$ cat config.mk
export PLATFORM = sky130hd
export DESIGN_NAME = fruit_move
export DESIGN_NICKNAME = d
export VERILOG_FILES = /design/src/rtl/fruit_move.sv
export SDC_FILE = /design/constraint.sdc
export NUM_CORES = 1
export LEC_CHECK = 0
export CAP_MARGIN = 15
export CORE_MARGIN = 2
export CORE_UTILIZATION = 50
export DETAILED_ROUTE_END_ITERATION = 7
export GPL_TIMING_DRIVEN = 0
export HOLD_SLACK_MARGIN = 0.1
export PLACE_DENSITY = 0.71
export SLEW_MARGIN = 25
export SYNTH_ARGS = -nofsm -noshare
export SYNTH_HDL_FRONTEND = slang
export SYNTH_SLANG_ARGS = --single-unit
$ cat constraint.sdc
create_clock -name clk -period 12.7 [get_ports clk]
set_input_delay 2.54 -clock clk [delete_from_list [all_inputs] [get_ports clk]]
set_output_delay 2.54 -clock clk [all_outputs]
set_load 0.05 [all_outputs]
$ cat src/rtl/fruit_move.sv
`default_nettype none
// ============================================================================
//  Module   : fruit_move
//  Purpose  : Per-frame motion controller for the hanging fruit object.
//             The fruit hangs at a fixed position until the player touches
//             it, then falls under constant gravity with a speed ceiling.
//             A falling fruit that hits an enemy is removed and reports one
//             enemy kill. A fruit that reaches the floor is removed with no
//             kill. After a removal the fruit stays hidden for RESPAWN_FRAMES
//             frames and then hangs again at its start position.
//  Ports    : clk              in   system clock
//             resetN           in   asynchronous active-low reset
//             startOfFrame     in   one-cycle pulse per video frame
//             pause            in   1 = freeze motion and state
//             playerHitFruit   in   player/fruit pixel collision, any cycle
//             fruitHitEnemy    in   fruit/enemy pixel collision, any cycle
//             topLeftX   [10:0] out  fruit top-left X, pixels (constant)
//             topLeftY   [10:0] out  fruit top-left Y, pixels
//             fruitVisible     out  1 unless the fruit is hidden
//             falling          out  1 while the fruit is falling
//             enemyKilledPulse out  one-clk pulse when the falling fruit
//                                   hits an enemy
//  Revision : 1.0  initial release
// ============================================================================
module fruit_move #(
    parameter logic [10:0] INITIAL_X              = 11'd280,
    parameter logic [10:0] INITIAL_Y              = 11'd185,
    parameter int          FIXED_POINT_MULTIPLIER = 64,
    parameter int          Y_ACCEL                = 4,
    parameter int          MAX_Y_SPEED            = 256,
    parameter logic [10:0] FLOOR_Y                = 11'd440,
    parameter logic [7:0]  RESPAWN_FRAMES         = 8'd120
) (
    input  logic        clk,
    input  logic        resetN,
    input  logic        startOfFrame,
    input  logic        pause,
    input  logic        playerHitFruit,
    input  logic        fruitHitEnemy,
    output logic [10:0] topLeftX,
    output logic [10:0] topLeftY,
    output logic        fruitVisible,
    output logic        falling,
    output logic        enemyKilledPulse
);

    // Sub-pixel scale is a power of two, so pixel <-> fixed-point is a shift.
    localparam int c_FP_SHIFT = $clog2(FIXED_POINT_MULTIPLIER);

    localparam logic signed [16:0] c_INITIAL_YFP = 17'({6'd0, INITIAL_Y} << c_FP_SHIFT);
    localparam logic signed [16:0] c_FLOOR_YFP   = 17'({6'd0, FLOOR_Y}   << c_FP_SHIFT);
    localparam logic [8:0]         c_Y_ACCEL     = 9'(Y_ACCEL);
    localparam logic [8:0]         c_MAX_SPEED   = 9'(MAX_Y_SPEED);

    typedef enum logic [1:0] {
        ST_HANGING = 2'd0,
        ST_FALLING = 2'd1,
        ST_HIDDEN  = 2'd2
    } state_t;

    state_t             r_state;
    logic signed [16:0] r_yFp;          // vertical position, fixed-point units
    logic [8:0]         r_speed;        // vertical speed, fixed-point units/frame
    logic [7:0]         r_counter;      // hidden frames still to go
    logic               r_hitLatch;     // player touched fruit this frame
    logic               r_enemyLatch;   // fruit touched an enemy this frame
    logic               r_visible;
    logic               r_falling;
    logic               r_enemyKilledPulse;

    logic [9:0]         w_speedSum;
    logic [8:0]         w_newSpeed;
    logic signed [16:0] w_newYFp;
    logic               w_reachedFloor;

    // ------------------------------------------------------------------------
    // Gravity step for one falling frame: accelerate with a ceiling, then move
    // by the new speed.
    // ------------------------------------------------------------------------
    always_comb begin
        w_speedSum = {1'b0, r_speed} + {1'b0, c_Y_ACCEL};
        if (w_speedSum > {1'b0, c_MAX_SPEED}) begin
            w_newSpeed = c_MAX_SPEED;
        end else begin
            w_newSpeed = w_speedSum[8:0];
        end
        w_newYFp = r_yFp + $signed({8'd0, w_newSpeed});
        // floor(y / 64) >= FLOOR_Y is the same test as y >= FLOOR_Y * 64,
        // which avoids shifting the new position down first.
        w_reachedFloor = (w_newYFp >= c_FLOOR_YFP);
    end

    // ------------------------------------------------------------------------
    // Collision latches. Collisions are pixel-level and can arrive on any
    // cycle, so they are collected over the frame and consumed at the next
    // startOfFrame. On the startOfFrame cycle itself the latch restarts with
    // only that cycle's collision, so a hit coincident with the pulse counts
    // towards the following frame. The clear happens even while paused.
    // ------------------------------------------------------------------------
    always_ff @(posedge clk or negedge resetN) begin
        if (!resetN) begin
            r_hitLatch   <= 1'b0;
            r_enemyLatch <= 1'b0;
        end else if (startOfFrame) begin
            r_hitLatch   <= r_visible & playerHitFruit;
            r_enemyLatch <= r_visible & fruitHitEnemy;
        end else begin
            r_hitLatch   <= r_hitLatch   | (r_visible & playerHitFruit);
            r_enemyLatch <= r_enemyLatch | (r_visible & fruitHitEnemy);
        end
    end

    // ------------------------------------------------------------------------
    // Motion state machine, advanced once per unpaused frame.
    // ------------------------------------------------------------------------
    always_ff @(posedge clk or negedge resetN) begin
        if (!resetN) begin
            r_state            <= ST_HANGING;
            r_yFp              <= c_INITIAL_YFP;
            r_speed            <= 9'd0;
            r_counter          <= 8'd0;
            r_visible          <= 1'b1;
            r_falling          <= 1'b0;
            r_enemyKilledPulse <= 1'b0;
        end else begin
            r_enemyKilledPulse <= 1'b0;

            if (startOfFrame && !pause) begin
                case (r_state)
                    ST_HANGING: begin
                        // An enemy touching a hanging fruit is deliberately
                        // ignored; only the player can release it.
                        if (r_hitLatch) begin
                            r_state   <= ST_FALLING;
                            r_speed   <= 9'd0;
                            r_falling <= 1'b1;
                        end
                    end

                    ST_FALLING: begin
                        // An enemy hit wins over the gravity step of the
                        // same frame: the fruit disappears where it is.
                        if (r_enemyLatch) begin
                            r_state            <= ST_HIDDEN;
                            r_counter          <= RESPAWN_FRAMES;
                            r_visible          <= 1'b0;
                            r_falling          <= 1'b0;
                            r_enemyKilledPulse <= 1'b1;
                        end else begin
                            r_speed <= w_newSpeed;
                            if (w_reachedFloor) begin
                                // Park exactly on the floor line so the last
                                // reported Y is the floor, not an overshoot.
                                r_yFp     <= c_FLOOR_YFP;
                                r_state   <= ST_HIDDEN;
                                r_counter <= RESPAWN_FRAMES;
                                r_visible <= 1'b0;
                                r_falling <= 1'b0;
                            end else begin
                                r_yFp <= w_newYFp;
                            end
                        end
                    end

                    ST_HIDDEN: begin
                        // Leaving on the frame the count hits zero keeps the
                        // fruit invisible for exactly RESPAWN_FRAMES frames.
                        r_counter <= r_counter - 8'd1;
                        if (r_counter == 8'd1) begin
                            r_state   <= ST_HANGING;
                            r_yFp     <= c_INITIAL_YFP;
                            r_speed   <= 9'd0;
                            r_visible <= 1'b1;
                        end
                    end

                    default: begin
                        r_state   <= ST_HANGING;
                        r_yFp     <= c_INITIAL_YFP;
                        r_speed   <= 9'd0;
                        r_visible <= 1'b1;
                        r_falling <= 1'b0;
                    end
                endcase
            end
        end
    end

    // ------------------------------------------------------------------------
    // Outputs. The pixel Y is the integer part of the fixed-point position;
    // taking the 11 bits above the fraction is the floored arithmetic shift
    // truncated to the output width.
    // ------------------------------------------------------------------------
    assign topLeftX         = INITIAL_X;
    assign topLeftY         = r_yFp[c_FP_SHIFT +: 11];
    assign fruitVisible     = r_visible;
    assign falling          = r_falling;
    assign enemyKilledPulse = r_enemyKilledPulse;

endmodule
`default_nettype wire
==> results of run 1 <==
==> area by class of cell <==
cell class	count	area (um2)	area share (%)
clock inverter	1	5.005	0.1427
tap	75	93.84	2.675
buffer	36	235.2	6.705
timing repair buffer	20	205.2	5.849
sequential	41	1033	29.46
inverter	16	60.06	1.712
multi-input combinational	261	1779	50.71
clock buffer	7	96.34	2.746
==> cells in the final DEF (no fill, tap or decap), types with 4 or more instances in the layout <==
cell type	synthesis	final
and2_1	6	6
o21ai_0	17	17
clkbuf_1	7	7
nand2b_1	6	6
nor3_1	9	9
a21o_1	6	6
ha_1	12	12
inv_1	16	16
buf_4	24	24
nor2b_1	5	5
a21oi_1	12	12
nand3_1	12	12
dfrtp_1	35	35
a22o_1	8	8
xnor2_1	14	14
a22oi_1	5	5
a31oi_1	4	4
nand2_1	28	28
xor2_1	6	6
clkdlybuf4s50_1	0	18
conb_1	2	11
dfstp_2	6	6
clkbuf_8	0	7
nor2_1	27	27
and3_1	6	6
==> worst max-delay path: stages (launching register included) <==
cell       delay [ns]
dfrtp_1          0.47
ha_1             0.30
and3_4           0.24
nand3_1          0.10
o21bai_1         0.50
inv_1            0.22
nand2b_1         0.24
nor2b_1          0.22
ha_1             0.30
a21o_1           0.23
a221o_1          0.32
nor2_1           0.18
a21oi_4          0.13
a2111oi_2        0.23
nor3_1           0.14
o21ai_1          0.45
a21oi_2          0.28
a32o_1           0.28
==> worst min path at each step <==
| stage | end | slack, ns | startpoint |
|---|---|---|---|
| finish | r_yFp[5]$_DFFE_PN0P_ | 0.51 | r_yFp[5]$_DFFE_PN0P_ |
| global route | r_yFp[5]$_DFFE_PN0P_ | 0.54 | r_yFp[5]$_DFFE_PN0P_ |
| CTS | r_yFp[5]$_DFFE_PN0P_ | 0.52 | r_yFp[5]$_DFFE_PN0P_ |
| detailed placement | r_yFp[5]$_DFFE_PN0P_ | 0.50 | r_yFp[5]$_DFFE_PN0P_ |
| global placement | r_yFp[5]$_DFFE_PN0P_ | 0.49 | r_yFp[5]$_DFFE_PN0P_ |
| floorplan | falling$_DFFE_PN0P_ | 0.47 | r_enemyLatch$_DFF_PN0_ |
==> through the flow <==
stage               power (uW)  instance area (um2)  utilization [%]  instances  hold WS [ns]
floorplan                383.9                 3108                -        354        0.4715
global route             586.9                 3508            59.26        457        0.5434
CTS                      546.7                 3508            59.26        457        0.5185
finish                   542.2                 3508            59.26        457        0.5101
global placement         441.5                 3392            57.29        448        0.4857
detailed placement       448.1                 3407            57.54        449        0.4984
==> where the power goes <==
group          internal, uW  switching (uW)
Clock                  49.2            45.7
Combinational          98.2             160
Sequential              162            26.8
Total                   309             233
==> registers in the layout (all words and copies together) (netlist names) <==
| name | flops |
|---|---|
| r_state | 2 |
| r_yFp | 17 |
| r_hitLatch | 1 |
| falling | 1 |
| r_enemyLatch | 1 |
| r_speed | 9 |
| enemyKilledPulse | 1 |
| r_counter | 8 |
| fruitVisible | 1 |
==> layer usage <==
layer	vias to the layer above	routed length [um]	global-route usage [%]	part of all wire (%)
li1	1279	-	-	-
met1	1251	3079	29.57	46
met2	54	3271	35.24	49
met3	5	295	4.348	4.4
met4	0	53	5.500	0.79
met5	-	0	0	0
==> cell families (layout without fill, tap and decap cells) <==
family | Yosys count | after routing | synth area share [%]
compound gates | 98 | 98 | 24.58
other cells | 2 | 11 | 0.2443
simple gates | 114 | 114 | 18.89
buf+inv | 52 | 80 | 9.605
mux | 2 | 2 | 0.8139
fa+ha+maj | 16 | 16 | 6.553
flops | 41 | 41 | 33.62
xor+xnor | 20 | 20 | 5.698
==> metrics.cfg, run 1 <==
[clock_network]
cts-root-buf = clkbuf_8
post_cts_buffers = 0
cts_buffers = 5
insertion_delay_ns = 0.29
cts.path.max_buffers = 2
cts.sinks = 41
clkTransAtPathRegs_ns = 0.08
post_cts_resized = 0
cts_htree_levels = 2
ctsHoldBuffers = 0
tritoncts = built

[floorplanning]
die_w_um = 82.41
die_h_um = 82.41
num_io_pins = 31
coreArea_um2 = 5921
placementRows = 28
initial_core_util_pct = 51.92
dieArea_um2 = 6791

[synth]
synthArstFlopShare_pct = 100.0
synth_seq_area_share_pct = 33.62
synth.most_common_cell = dfrtp_1
synth_area_per_cell_um2 = 8.911
synth_ff_type = dfrtp_1
synth_largest_area_cell = dfrtp_1
ys_ff_latch = 41
synth_top_area_share_pct = 28.49
ys.warnings.count = 0
netlist_instances = 345
synth_edf_count = 0
ys_top_cells_by_count = 35 x dfrtp_1, 28 x nand2_1, 27 x nor2_1
netlist_top_cells_area = dfrtp_1 28%, buf_4 5.9%, dfstp_2 5.1%, ha_1 4.9%, xnor2_1 4.0%
yosysUniqueCellTypes = 75
netlist_area_um2 = 3074

[sta]
fin_tns_setup_ns = 0
rsz0062_at_grt = no
setup_violations = 0
hold_viol = 0
finalWorstSetupSlack_ns = 7.735
drv_slew = 0
layout_min_cycle_time_ns = 4.965
fmax_mhz = 201.4
slew_headroom_pct = 51.14
finClkSkew_ns = 0.008825
post-route-period-util_pct = 39.10
worst_slew_pin_slew_ns = 0.7297

[route]
wl_per_cell_um = 14.66
ant_nets = 0
firstDrtPassIters = 4
drc_errors = 0
wl_mm = 6.700
vias_per_cell = 5.665
drt_iter0_drc = 140
vias = 2589

[critical_path]
crit_type = flip-flop to flip-flop
worst_setup_path_start_kind = flip-flop
worstSetupEndpoint = r_yFp[5]$_DFFE_PN0P_
end_kind = flip-flop
cp_max_fo = 10
rrSetupSlack_ns = 7.73
crit_required_ns = 12.89
worstPathArrival_ns = 5.16
critPathLaunch = r_speed[2]$_DFFE_PN0P_
r2r_start = r_speed[2]$_DFFE_PN0P_
reg2reg_depth = 17
timing.rr.end = r_yFp[5]$_DFFE_PN0P_

[place]
preCtsSetupSlack_ns = 7.791
portBuffers = 19
dp_hpwl_mm = 5.065
gp_congestion = 0.8412

[cells_and_area]
num_antenna_cells = 0
area_delta_synth_final_pct = 14.12
n_fill_cell = 513
drive_above_1_share_pct = 15.71
nNetsFinal = 400

[job]
cap_violations = 0

[pwr]
p_leak_uw = 0.001583
powerDensity_nw_per_um2 = 154.6
ir_worst_vdd_uv = 119.5

[worst_hold_path]
hold_path.class = flip-flop to flip-flop
holdPathStages = 1

[grt]
grt_max_degree = 30
grt_usage_pct = 21.70
antenna_found_initial = 0
grt_pass1_wl_mm = 11.46
grt_pass1_vias = 2462
grt_overflow = 0

[run_status]
status = finished, final reports clean

Note: power is estimated with default switching activity, not from simulation.
==> run 2: changes to the inputs <==
Settings changed: PLACE_DENSITY 0.71 to 0.74.
Clock period 12.7 ns to 4.5 ns, I/O delays scaled along.
==> run 2 against run 1 <==
Die area unchanged. Non-clock buffer count is 7 higher. Highest routed layer unchanged. Largest power group unchanged. Critical path type unchanged. Critical endpoint is now r_counter[0]$_DFFE_PN0P_. Clock-buffer cell count down 2.
==> metrics.cfg, run 2 (same netlist as run 1, synthesis figures left out) <==
[critical_path]
rrSetupSlack_ns = 0.12  ; -7.61 ns
critPathLaunch = r_speed[3]$_DFFE_PN0P_
worst_setup_path_start_kind = flip-flop
r2r_start = r_speed[3]$_DFFE_PN0P_
cp_max_fo = 10  ; unchanged
crit_required_ns = 4.69  ; -8.20 ns
worstPathArrival_ns = 4.57  ; -0.59 ns
crit_type = flip-flop to flip-flop
end_kind = flip-flop

[job]
cap_violations = 0  ; unchanged

[cells_and_area]
stdcell_count = 464  ; +1.5%
layout.cells.most_common_list = 33 x dfrtp_1, 31 x buf_4, 28 x nand2_1
largestRegisters = r_yFp (17), r_speed (9), r_counter (8)
nNetsFinal = 407  ; +1.8%
top_register = r_yFp
final_common_cell = dfrtp_1
largest_reg_flops = 17  ; unchanged
drive_above_1_share_pct = 20.82  ; +5.1 points
area_delta_synth_final_pct = 20.19
n_fill_cell = 518  ; +0.97%
num_antenna_cells = 0  ; unchanged
final_util_pct = 62.40  ; +3.1 points

[place]
gp_congestion = 0.8447  ; +0.42%
portBuffers = 19  ; unchanged
place_inst = 449  ; unchanged
dp_hpwl_mm = 5.038  ; -0.54%
preCtsSetupSlack_ns = -0.4511  ; -8.242 ns

[sta]
drv_slew = 0  ; unchanged
hold_viol = 0  ; unchanged
finClkSkew_ns = 0.005559  ; -0.003266 ns
worst_slew_pin_slew_ns = 0.7372  ; +0.007496 ns
fmax_mhz = 228.4  ; +13%
setup_violations = 0  ; unchanged
rsz0062_at_grt = no
layout_min_cycle_time_ns = 4.379  ; -0.5867 ns
post-route-period-util_pct = 97.30  ; +58 points
finalWorstSetupSlack_ns = 0.1215  ; -7.613 ns
slew_headroom_pct = 50.63  ; -0.50 points
fin_tns_setup_ns = 0  ; unchanged

[clock_network]
cts-root-buf = clkbuf_8
cts_htree_levels = 2  ; unchanged
clkTransAtPathRegs_ns = 0.08  ; about the same
insertion_delay_ns = 0.30  ; about the same
cts.sinks = 41  ; unchanged
cts_buffers = 5  ; unchanged
tritoncts = built
cts.path.max_buffers = 2  ; unchanged
ctsHoldBuffers = 0  ; unchanged

[route]
wl_per_cell_um = 15.34  ; +4.6%
vias = 2661  ; +2.8%
firstDrtPassIters = 4  ; unchanged
vias_per_cell = 5.735  ; +1.2%
drc_errors = 0  ; unchanged
ant_nets = 0  ; unchanged
wl_mm = 7.117  ; +6.2%
drt_iter0_drc = 133  ; -5.0%

[pwr]
ir_worst_vdd_uv = 368.0  ; +210%
clkPwrFrac_pct = 21.6  ; +4.1 points
p_leak_uw = 0.001657  ; +4.7%
swShare_pct = 41.38  ; -1.6 points
powerDensity_nw_per_um2 = 450.9  ; +190%
power_frac_comb_pct = 46.5  ; -1.2 points
switchingPower_uw = 689.3  ; +200%
power_frac_seq_pct = 31.9  ; -2.9 points
internal-power_uw = 976.5  ; +220%

[floorplanning]
initial_core_util_pct = 51.92  ; unchanged
dieArea_um2 = 6791  ; unchanged
die_w_um = 82.41  ; unchanged
coreArea_um2 = 5921  ; unchanged
num_io_pins = 31  ; unchanged
placementRows = 28  ; unchanged
die_h_um = 82.41  ; unchanged

[grt]
met2_usage_pct = 36.37  ; +1.1 points
grt_overflow = 0  ; unchanged
grt_pass1_wl_mm = 11.52  ; +0.55%
met3_usage_pct = 3.804  ; -0.54 points
grt_max_degree = 30  ; unchanged
grt-busiest-layer = met2
grt_usage_pct = 21.96  ; +0.26 points
grtUsageMet1_pct = 29.59  ; about the same
antenna_found_initial = 0  ; unchanged
grt_pass1_vias = 2466  ; +0.16%

[run_status]
status = finished, final reports clean

[worst_hold_path]
hold_path.class = primary input to asynchronous set/reset pin

[run 2: cell types whose count changed in the layout (fill, tap and decap cells not counted), moves of 2 or more]
| cell | delta |
|---|---|
| buf_4 | +7 |
| bufinv_16 | +2 |
| clkbuf_8 | -2 |
| dfrtp_1 | -2 |
| dfrtp_2 | +2 |
| o21ai_2 | +2 |
[run 2: critical path, cell delays in order (launching register included)]
cell and delay (ns):
dfrtp_2 0.45, ha_4 0.19, or4b_1 0.49, o211ai_2 0.10
o211a_4 0.23, nand2b_4 0.17, nor2b_4 0.16, ha_1 0.27
a21o_1 0.23, a221o_1 0.34, nor2_2 0.14, a21oi_4 0.11
a211oi_1 0.27, nor3_2 0.11, or2_4 0.26, a311o_1 0.32
buf_4 0.18, o31a_1 0.24
[run 2: stage by stage]
stage | instance area, um2 | power (uW) | hold WS, ns
2_1_floorplan | 3108 | 1083 | 0.4715
3_3_place_gp | 3392 | 1243 | 0.4894
3_5_place_dp | 3407 | 1264 | 0.5054
4_1_cts | 3596 | 1634 | 0.5063
5_1_grt | 3695 | 1774 | 0.5207
6_report | 3695 | 1666 | 0.4943
[run 2: repair_timing]
action	in CTS	in global routing
pin swaps	1	1
endpoints found under the hold margin	0	0
endpoints found under the setup margin	27	26
setup buffers	3	4
resized for setup	9	14
[run 2: metal layers]
| layer | share of wire [%] | vias up |
|---|---|---|
| li1 | - | 1298 |
| met1 | 47 | 1291 |
| met2 | 47 | 58 |
| met3 | 4.0 | 14 |
| met4 | 1.6 | 0 |
| met5 | 0 | - |
[run 2: final cells by class]
class	count	area, um2	share of cell area (%)
multi-input combinational	261	1877	50.80
inverter	16	60.06	1.625
tap	75	93.84	2.540
sequential	41	1036	28.04
buffer	36	236.5	6.400
timing repair buffer	27	257.7	6.976
clock inverter	3	65.06	1.761
clock buffer	5	68.82	1.863
[run 2: final timing paths]
path                                            end  cells past startpoint
min in group clk               r_yFp[5]$_DFFE_PN0P_                      1
min reg2reg                    r_yFp[5]$_DFFE_PN0P_                      1
min                          r_speed[6]$_DFFE_PN0P_                      1
max in group asynchronous      r_yFp[6]$_DFFE_PN1P_                      2
max reg2reg                r_counter[0]$_DFFE_PN0P_                     17
max                        r_counter[0]$_DFFE_PN0P_                     17
[run 2: power groups by stage]
stage	clock (uW)	sequential, uW	combinational [uW]
after CTS	366	534	734
after floorplan	0	551	532
after global routing	377	542	854
final	360	532	774
after global placement	0	535	708
after detailed placement	0	539	725
